File: config.mk
export PLATFORM = sky130hd
export DESIGN_NAME = mem_arbiter
export DESIGN_NICKNAME = d
export VERILOG_FILES = /design/src/rtl/mem_arbiter.sv
export SDC_FILE = /design/constraint.sdc
export NUM_CORES = 1
export LEC_CHECK = 0
export CAP_MARGIN = 40
export CELL_PAD_IN_SITES_DETAIL_PLACEMENT = 1
export CELL_PAD_IN_SITES_GLOBAL_PLACEMENT = 1
export CORE_MARGIN = 1.5
export CORE_UTILIZATION = 26
export DETAILED_ROUTE_END_ITERATION = 7
export PLACE_DENSITY_LB_ADDON = 0.1
export SLEW_MARGIN = 10
export SYNTH_ARGS = -nofsm -noshare
export SYNTH_HDL_FRONTEND = slang
export SYNTH_SLANG_ARGS = --single-unit
File: constraint.sdc
create_clock -name clk -period 3.2 [get_ports clk]
set_input_delay 0.96 -clock clk [delete_from_list [all_inputs] [get_ports clk]]
set_output_delay 0.96 -clock clk [all_outputs]
set_load 0.05 [all_outputs]
File: src/rtl/mem_arbiter.sv
`default_nettype none
// ============================================================================
// Module      : mem_arbiter
// Description : Round-robin arbiter sharing one single-port RAM between two
//               bus masters (requester 0 = CPU, requester 1 = loader/DMA).
//               One access is in flight at a time. The winning command is
//               registered onto the RAM port, held valid for one cycle, and
//               for reads the RAM's one-cycle-latency data is returned to the
//               requester that issued it.
//
// Ports       : clk              - single clock, rising edge
//               reset            - asynchronous, active-low
//               mN_req/addr/wdata/we/mask - requester N command (held until
//                                  mN_ready)
//               mN_ready         - command of requester N accepted this cycle
//               mN_rvalid        - rdata carries requester N's read result
//               rdata            - shared read data
//               memAddress, memWriteData, memWrite, byteMask - RAM command
//               memReadData      - RAM read data (one cycle after address)
//
// Revision    : 1.0 - initial release
// ============================================================================
module mem_arbiter #(
    parameter int ADDR_W = 32
) (
    input  logic              clk,
    input  logic              reset,

    input  logic              m0_req,
    input  logic [ADDR_W-1:0] m0_addr,
    input  logic [31:0]       m0_wdata,
    input  logic              m0_we,
    input  logic [3:0]        m0_mask,

    input  logic              m1_req,
    input  logic [ADDR_W-1:0] m1_addr,
    input  logic [31:0]       m1_wdata,
    input  logic              m1_we,
    input  logic [3:0]        m1_mask,

    output logic              m0_ready,
    output logic              m1_ready,
    output logic              m0_rvalid,
    output logic              m1_rvalid,
    output logic [31:0]       rdata,

    output logic [ADDR_W-1:0] memAddress,
    output logic [31:0]       memWriteData,
    output logic              memWrite,
    output logic [3:0]        byteMask,
    input  logic [31:0]       memReadData
);

    localparam logic [1:0] S_IDLE   = 2'd0;
    localparam logic [1:0] S_ACCESS = 2'd1;
    localparam logic [1:0] S_RESP   = 2'd2;

    logic [1:0]        state_q, state_d;
    logic              last_q, last_d;      // last granted requester
    logic              sel_q, sel_d;        // requester owning the access
    logic [ADDR_W-1:0] addr_q, addr_d;
    logic [31:0]       wdata_q, wdata_d;
    logic              write_q, write_d;
    logic [3:0]        mask_q, mask_d;

    logic              w_grant0;
    logic              w_grant1;

    // ------------------------------------------------------------------------
    // Arbitration. Grants are only possible in IDLE and are also gated by the
    // reset input itself, so no ready can leak out while reset is held even
    // though the state register already reads IDLE.
    // On a tie the requester that was not served last wins.
    // ------------------------------------------------------------------------
    always_comb begin
        w_grant0 = 1'b0;
        w_grant1 = 1'b0;
        if ((state_q == S_IDLE) && reset) begin
            if (m0_req && m1_req) begin
                w_grant0 = last_q;
                w_grant1 = ~last_q;
            end else begin
                w_grant0 = m0_req;
                w_grant1 = m1_req;
            end
        end
    end

    // ------------------------------------------------------------------------
    // Next-state and command capture. memWrite/byteMask are computed here so
    // that they come straight from flops and are high only during ACCESS.
    // ------------------------------------------------------------------------
    always_comb begin
        state_d = state_q;
        last_d  = last_q;
        sel_d   = sel_q;
        addr_d  = addr_q;
        wdata_d = wdata_q;
        write_d = 1'b0;
        mask_d  = 4'b0000;

        case (state_q)
            S_IDLE: begin
                if (w_grant0 || w_grant1) begin
                    state_d = S_ACCESS;
                    sel_d   = w_grant1;
                    last_d  = w_grant1;
                    if (w_grant1) begin
                        addr_d  = m1_addr;
                        wdata_d = m1_wdata;
                        write_d = m1_we;
                        mask_d  = m1_we ? m1_mask : 4'b0000;
                    end else begin
                        addr_d  = m0_addr;
                        wdata_d = m0_wdata;
                        write_d = m0_we;
                        mask_d  = m0_we ? m0_mask : 4'b0000;
                    end
                end
            end
            // The registered write flag tells a write (done) from a read
            // (one more cycle to return the RAM data).
            S_ACCESS: state_d = write_q ? S_IDLE : S_RESP;
            S_RESP:   state_d = S_IDLE;
            default:  state_d = S_IDLE;
        endcase
    end

    always_ff @(posedge clk or negedge reset) begin
        if (!reset) begin
            state_q <= S_IDLE;
            last_q  <= 1'b1;
            sel_q   <= 1'b0;
            addr_q  <= '0;
            wdata_q <= '0;
            write_q <= 1'b0;
            mask_q  <= 4'b0000;
        end else begin
            state_q <= state_d;
            last_q  <= last_d;
            sel_q   <= sel_d;
            addr_q  <= addr_d;
            wdata_q <= wdata_d;
            write_q <= write_d;
            mask_q  <= mask_d;
        end
    end

    // ------------------------------------------------------------------------
    // Outputs
    // ------------------------------------------------------------------------
    assign m0_ready     = w_grant0;
    assign m1_ready     = w_grant1;
    assign m0_rvalid    = (state_q == S_RESP) && !sel_q;
    assign m1_rvalid    = (state_q == S_RESP) &&  sel_q;
    assign rdata        = memReadData;

    assign memAddress   = addr_q;
    assign memWriteData = wdata_q;
    assign memWrite     = write_q;
    assign byteMask     = mask_q;

endmodule
`default_nettype wire

==> metrics, run 1 <==
outcome=finished clean; Die Span Y=126 um; Wirelength per Cell=19.2 um; vias per inst=5.21; crit path capture=m1_ready; CP startpoint kind=input pin; Top Metal Used=met4; reg2reg start=state_q[1]$_DFFE_PN0P_; # IOs=279; f_max=317 MHz; worst path required time=2240 ps; TritonCTS clock tree=done; Cells after DPL=768; Initial Util=0.269; port buffer count=214; sequential share of the synthesized area=0.463; Core Footprint=0.0147 sq mm; final setup TNS=0 ps; metal3 WL=1.32 mm; DRT Pass-1 Iters=4; RSZ-0062 raised after global routing=no; Num CTS Buffers=9; minimum clock period=3150 ps; Top delay family on crit path=buffers and inverters; Flop pwr share=0.292; sw frac=0.422; worst hold path depth=1; WS Path Type=input pin to primary output; worst clock skew=6.30 ps; crit-path cells=clkdlybuf4s50_1, a21bo_2, nor2_1, buf_4, buf_12; PwrDens=711 mW/mm^2; Post-Synthesis Net Count=617; register-to-register setup slack=1290 ps; Buf/Inv on CP=3; worst-margin pin slew=827 ps; Max IR drop VDD=0.249 mV; Yosys top cell area share=0.456; cell internal pwr=2.57 mW; initial antenna violation count=0; CP max FO=4; share of cells above drive strength 1=0.0634; clk buf depth=2; H-tree levels=3; Crit. End Element=primary output; worst skew pair latency=330 ps; Iter 0 DRT Violations=203; global route overflow=0; max-slew violations=0; Crit path largest cell delay=540 ps; final setup fails=0; Pleak=2.29 nW; worst setup path startpoint=m1_req; metal2 WL=6.65 mm; number of setup buffers added after CTS=0; Clk pwr share=0.242; unique cell type count in the Yosys netlist=27; Post-Syn Instances=443; vias in the first global route=4184; Post-Syn Area=0.00395 sq mm; final non-filler cell total=783; root buf cell=clkbuf_16; WP data arrival=2190 ps; largest area contributor in the netlist=dfrtp_1; clock slew at reported path FFs=60 ps; synth-to-layout area growth=58.3%; Final nets=769; DP HPWL=9.59 mm; final cycle utilization of the critical path=0.986; CTS resizes=0; Yosys reg bits=73; synthesized area per cell=8.92 sq um; routability cong.=0.705; hold crit path type=register to register; drt total wl=15.0 mm; full die area=0.0159 sq mm; CTS Hold Bufs=0; pin count of the biggest net entering global routing=134; Synth warnings=0; met1 WL=6.87 mm; Worst slew margin=0.449; R2R Path End=memWriteData[7]$_DFFE_PN0P_; Die X=126 um; number of max-cap violations=0; FP Rows=44; first-pass GRT wire length=23.3 mm; post-route ant nets=0; critical path depth=5; Comb power frac=0.466; Hold Vio Cnt, Final=0; GRT Util Overall=0.186; CP max stage cell=clkdlybuf4s50_1; Diodes inserted=0; reg2reg path depth=5; total number of vias=4079; top cells by area, synth=dfrtp_1 46%, a31oi_1 10%, a21oi_1 8.7%; Fill cells=1666; Psw=1.88 mW; Clock Sink Count=73; DR DRC count=0
==> power by group through the flow <==
stage / Clock (mW) / Combinational, mW / Sequential [mW]
final: 1.07 / 2.07 / 1.30
after global routing: 1.14 / 2.18 / 1.33
after CTS: 1.10 / 2.09 / 1.30
after floorplan: 0 / 0.600 / 2.08
after detailed placement: 0 / 2.09 / 1.31
after global placement: 0 / 2.08 / 1.30
==> cells in the mapped netlist (all sizes together) <==
| cell | n |
|---|---|
| a21oi | 69 |
| dfstp | 1 |
| buf | 72 |
| nand2 | 1 |
| and3b | 1 |
| nor3b | 3 |
| a21o | 2 |
| a21bo | 1 |
| o211ai | 4 |
| clkbuf | 11 |
| a21boi | 1 |
| o21ai | 66 |
| nor2 | 2 |
| dfrtp | 72 |
| or3b | 1 |
| a31oi | 64 |
| or2 | 1 |
| nand3 | 65 |
| nand4 | 4 |
| inv | 2 |
==> metrics by stage <==
stage / hold slack [ps] / util / total power [mW] / cell area (sq um) / worst slack [ps]
floorplan: 465 / - / 2.68 / 3950 / 56.4
global placement: 421 / 0.402 / 3.37 / 5910 / 68.2
detailed placement: 428 / 0.404 / 3.40 / 5940 / 66.1
CTS: 442 / 0.425 / 4.49 / 6250 / 44.2
global route: 455 / 0.425 / 4.66 / 6250 / 4.59
finish: 439 / 0.425 / 4.44 / 6250 / 46.1
==> cells by family after synthesis <==
family                 synth area share
AO/OA/AOI/OAI                     0.289
buffers and inverters             0.141
flip-flops                        0.463
AND/OR/NAND/NOR                   0.107
==> final cells by class <==
class	instances	area, sq um	share of cell area
inverter	2	7.51	0.00120
clock buffer	13	280	0.0448
tap	184	230	0.0368
sequential	73	1830	0.292
clock inverter	2	35.0	0.00560
multi-input combinational	285	1580	0.253
timing repair buffer	224	2290	0.367
==> sequential cells by signal, indices dropped and copies added, names as in the netlist <==
name / cells
byteMask: 4
last_q: 1
memAddress: 32
memWrite: 1
memWriteData: 32
sel_q: 1
state_q: 2
==> worst min path at each step <==
stage / startpoint / to / slack (ps)
6_report: memWrite$_DFF_PN0_ / state_q[1]$_DFFE_PN0P_ / 440
5_1_grt: memWrite$_DFF_PN0_ / state_q[1]$_DFFE_PN0P_ / 460
4_1_cts: memWrite$_DFF_PN0_ / state_q[1]$_DFFE_PN0P_ / 440
3_5_place_dp: memWrite$_DFF_PN0_ / state_q[1]$_DFFE_PN0P_ / 430
3_3_place_gp: memWrite$_DFF_PN0_ / state_q[1]$_DFFE_PN0P_ / 420
2_1_floorplan: sel_q$_DFFE_PN0P_ / sel_q$_DFFE_PN0P_ / 470
==> metal layers <==
metal,track usage,up-vias
met5,0,-
met4,0.0514,0
met3,0.0578,17
met2,0.286,173
met1,0.252,1976
li1,-,1913
==> cell usage in the layout, fill, tap and decap left out, types with 2 or more instances in the layout <==
cell,n
nand3_1,65
o211ai_1,4
clkbuf_8,4
buf_4,7
nor3b_1,2
nand4_1,4
o21ai_1,64
buf_12,5
a31oi_1,64
a21oi_1,69
clkbuf_16,9
dfrtp_1,72
o21ai_0,2
a21o_1,2
clkdlybuf4s50_1,211
No activity file was read; power rests on OpenSTA's default activity.
==> run 2: changes to the inputs <==
--- a/config.mk
+++ b/config.mk
@@ -12,7 +12,7 @@
 export CORE_UTILIZATION = 26
 export DETAILED_ROUTE_END_ITERATION = 7
 export PLACE_DENSITY_LB_ADDON = 0.1
-export SLEW_MARGIN = 10
+export SLEW_MARGIN = 20
 export SYNTH_ARGS = -nofsm -noshare
 export SYNTH_HDL_FRONTEND = slang
 export SYNTH_SLANG_ARGS = --single-unit
==> results of run 2 <==
The final DEF is identical to that of run 1; final timing and power are the same.
==> variant 1: new RTL, flow settings as in run 2 <==
`ADDR_W`: 32 -> 16.
--- a/src/rtl/mem_arbiter.sv
+++ b/src/rtl/mem_arbiter.sv
@@ -22,5 +22,5 @@
 // ============================================================================
 module mem_arbiter #(
-    parameter int ADDR_W = 32
+    parameter int ADDR_W = 16
 ) (
     input  logic              clk,
Interface: changed (resized m0_addr, m1_addr and memAddress); port bits go from 279 to 231. The function was not compared with the original's and may differ.
==> variant 1 against run 2 <==
Hold slack improved by 5.4 ps. Routed wire length is 22% lower. Clock skew is 1.3 ps higher. Design area decreased by 19%. Sequential cell count is 16 lower. Maximum frequency increased by 2.1%. Sequential power shrank 22%. Worst setup slack improved by 64 ps. Sequential share of layout area decreased by 0.90 points. Global-route usage decreased by 0.21 points. Synthesized area down 20%. Total power down 17%. Register-to-register slack better by 190 ps. Largest cell class unchanged.
==> variant 1: results (changes against run 2) <==
* Maximum vdd drop at 0.263 mV (was 0.249 mV)
* Share of layout cells above drive strength 1 at 8.65% (was 6.34%)
* Met1 layer usage reported by global route at 23.9% (was 25.2%)
* Detailed-route via count at 3211 (was 4079)
* Setup WS pre-CTS at 122 ps (was 66.1 ps)
* Hold depth at 1 (unchanged)
* Vias/cell at 5.20 (was 5.21)
* Sequential share of the synthesized area at 45.4% (was 46.3%)
* M1 wire length at 5460 um (was 6870 um)
* Period utilization at 96.6% (was 98.6%)
* GRT met2 Usage at 29.6% (was 28.6%)
* # fillers at 1308 (was 1666)
* Vias in the first global route at 3615 (was 4184)
* Net Count, Synth at 493 (was 617)
* Setup_tns at 0 ps (unchanged)
* Reg2reg path depth at 4 (was 5)
* GR Util met3 at 5.68% (was 5.78%)
* Pleak at 0.00187 uW (was 0.00229 uW)
* Skew final at 7.61 ps (was 6.30 ps)
* Hold WS at 444 ps (was 439 ps)
* Slew HR at 57.1% (was 44.9%)
* GRT Total Usage at 18.4% (was 18.6%)
* Met3 wire len at 844 um (was 1320 um)
* Synth cell count leaders: dfrtp_1 (56), a21oi_1 (53), nand3_1 (49), a31oi_1 (48), o21ai_1 (44) (was dfrtp_1 (72), a21oi_1 (69), nand3_1 (65), a31oi_1 (64), o21ai_1 (64))
* Mapped Cells at 351 (was 443)
* Worst reg2reg path endpoint: memWriteData[24] (was memWriteData[7])
* Detailed Place HPWL at 7560 um (was 9590 um)
* Top cells by area, synth: dfrtp_1 (45%), a31oi_1 (9.5%), buf_4 (9.1%) (was dfrtp_1 (46%), a31oi_1 (10%), a21oi_1 (8.7%))
* Internal reg-to-reg setup slack at 1480 ps (was 1290 ps)
* Routed wire length at 11700 um (was 15000 um)
* Status: finished, final reports clean (unchanged)
* Number of buffers added on ports at 166 (was 214)
* Gpl congestion at 0.770 (was 0.705)
* Crit path largest cell delay at 520 ps (was 540 ps)
* Initial DRC count at 131 (was 203)
* First-pass GRT wire length at 18700 um (was 23300 um)
* Number of CTS-inserted buffers at 9 (unchanged)
* Dpl cell area at 0.00469 sq mm (was 0.00594 sq mm)
* Clock tree root driver cell: clkbuf_16 (unchanged)
variant 1: changes by cell type after synthesis, sizes merged:
cell | before | now
a21oi | 69 | 53
a31oi | 64 | 48
dfrtp | 72 | 56
nand3 | 65 | 49
o21ai | 66 | 50
buf | 72 | 57
clkbuf | 11 | 14
variant 1: layout make-up:
class                   instances  area, sq um  area share [%]
multi-input cells             221         1240            24.6
flip-flops and latches         57         1430            28.3
well taps                     143          179            3.55
clock buffers                  11          253            5.02
inverters                       2         7.51           0.149
clock inverters                 5         77.6            1.54
repair buffers                178         1850            36.8
variant 1: cells by family after synthesis:
| family | after synthesis | synth area share (%) |
|---|---|---|
| buffers and inverters | 73 | 15.5 |
| AO/OA/AOI/OAI | 159 | 28.0 |
| AND/OR/NAND/NOR | 62 | 11.1 |
| flip-flops | 57 | 45.4 |
variant 1: where the power goes:
part	switching, uW	leakage, uW	total (uW)	internal [uW]
registers	108	0.000646	1010	902
clock network	334	0.000162	1050	721
logic	1030	0.00106	1610	575
total	1470	0.00187	3670	2200
==> variant 2: new RTL, config.mk and constraints of run 2 <==
Without the edit above. `addr_q` and `wdata_q` no longer have a reset.
--- a/src/rtl/mem_arbiter.sv
+++ b/src/rtl/mem_arbiter.sv
@@ -132,6 +132,4 @@
             last_q  <= 1'b1;
             sel_q   <= 1'b0;
-            addr_q  <= '0;
-            wdata_q <= '0;
             write_q <= 1'b0;
             mask_q  <= 4'b0000;
@@ -140,9 +138,12 @@
             last_q  <= last_d;
             sel_q   <= sel_d;
-            addr_q  <= addr_d;
-            wdata_q <= wdata_d;
             write_q <= write_d;
             mask_q  <= mask_d;
         end
+    end
+
+    always_ff @(posedge clk) begin
+        addr_q  <= addr_d;
+        wdata_q <= wdata_d;
     end
 
Formal check against the unedited RTL: differs if reset is asserted again (counterexample within 4 cycles, from zero or initial values and one cycle with reset low); with reset held inactive, the same outputs for 10 cycles.
==> variant 2 against run 2 <==
Design area down 3.3%. Hold slack better by 29 ps. Worst setup slack better by 51 ps. Clock skew down 0.73 ps. Routed wire length down 34%. Sequential cell count unchanged. Synthesized area down 10%. Global-route usage down 4.9 points.
Power is not compared: it rests on default switching activity, and its combinational part moved more than twofold at a synthesized area within 25%.
==> variant 2: results (changes against run 2) <==
* Dpl cell area at 0.00573 sq mm (was 0.00594 sq mm)
* Resize count post-CTS at 0 (unchanged)
* First-pass GRT wire length at 14700 um (was 23300 um)
* Yosys cell types at 21 (was 27)
* Initial DRC count at 91 (was 203)
* Crit-path max FO at 3 (was 4)
* Synth cell count leaders: edfxtp_1 (64), mux2_4 (49), buf_4 (32), mux2_2 (15) (was dfrtp_1 (72), a21oi_1 (69), nand3_1 (65), a31oi_1 (64), o21ai_1 (64))
* CTS clk-pin slew, worst paths at 60 ps (about the same)
* Worst slew pin tran at 602 ps (was 827 ps)
* Detailed Place HPWL at 7540 um (was 9590 um)
* Critical Path Source: reset (was m1_req)
* Critical Path End: m0_ready (was m1_ready)
* Internal reg-to-reg setup slack at 1370 ps (was 1290 ps)
* Routed wire length at 9880 um (was 15000 um)
* Final #Nets at 573 (was 769)
* Gpl congestion at 0.720 (was 0.705)
* Drt wl/cell at 17.0 um (was 19.2 um)
* Share of layout cells above drive strength 1 at 22.8% (was 6.34%)
* GRT met2 Usage at 25.5% (was 28.6%)
* Worst reg2reg path endpoint: memWriteData[5] (was memWriteData[7])
* Largest net degree at the start of global routing at 65 (was 134)
* Status: finished, final reports clean (unchanged)
* Sequential share of the synthesized area at 60.5% (was 46.3%)
* # fillers at 1355 (was 1666)
* Vias/cell at 4.23 (was 5.21)
* Reg-to-Reg Start: last_q (was state_q[1])
* Net Count, Synth at 380 (was 617)
* Vias in the first global route at 2568 (was 4184)
* Pleak at 0.00239 uW
* 1st-pass router iterations at 2 (was 4)
* Reg2reg path depth at 4 (was 5)
* Skew final at 5.57 ps (was 6.30 ps)
* Met1 layer usage reported by global route at 13.6% (was 25.2%)
* Post-synth ARST share at 12.3% (was 100%)
* Post-synth EDFFs at 64 (was 0)
* CP Data Arrival Time at 2140 ps (was 2190 ps)
* Crit path largest cell delay at 470 ps (was 540 ps)
* Top cells by area, synth: edfxtp_1 (54%), mux2_4 (21%), buf_4 (6.8%) (was dfrtp_1 (46%), a31oi_1 (10%), a21oi_1 (8.7%))
* GR Util met3 at 5.47% (was 5.78%)
* Mapped Cells at 206 (was 443)
* Placed Instances at 564 (was 768)
* GRT Total Usage at 13.7% (was 18.6%)
variant 2: per-layer routing:
metal  vias to the layer above  routed length, um
li1                       1118                  -
met1                      1179               3520
met2                       127               5360
met3                        27                789
met4                         0                208
met5                         -                  0
variant 2: through the flow:
| stage | setup WS [ps] | total power, uW |
|---|---|---|
| 6_report | 96.9 | 3080 |
| 5_1_grt | 19.9 | 3210 |
| 4_1_cts | 79.0 | 3140 |
| 3_5_place_dp | 81.5 | 2040 |
| 3_3_place_gp | 88.4 | 2030 |
| 2_1_floorplan | 153 | 1770 |
variant 2: cell families after synthesis:
kind of cell / synth area share (%)
AO/OA/AOI/OAI: 2.08
buffers and inverters: 9.13
flip-flops: 60.5
multiplexers: 25.5
AND/OR/NAND/NOR: 2.82
variant 2: where the power goes:
part	switching [uW]	internal [uW]	total, uW
logic	420	416	836
clock network	368	703	1070
registers	30.8	1150	1180
variant 2: worst max-delay path: cells and delay by family:
family / cells / cell delay, ps
buf+inv: 2 / 620
simple gates: 2 / 560
variant 2: worst min path at each step:
stage / slack (ps) / cells past startpoint / from / endpoint
final: 470 / 1 / memWrite / state_q[1]
after global routing: 490 / 1 / memWrite / state_q[1]
after CTS: 480 / 1 / memWrite / state_q[1]
after detailed placement: 460 / 1 / memWrite / state_q[1]
after global placement: 470 / 1 / state_q[1] / state_q[1]
after floorplan: 460 / 1 / state_q[1] / state_q[1]
variant 2: final cells by class:
cell class | count | area (sq um) | area share (%)
Timing Repair Buffer | 221 | 2260 | 37.5
Multi-Input combinational cell | 91 | 1090 | 18.0
Tap cell | 176 | 220 | 3.64
Clock buffer | 13 | 250 | 4.14
Sequential cell | 73 | 2150 | 35.5
Clock inverter | 3 | 65.1 | 1.08
Inverter | 3 | 11.3 | 0.186
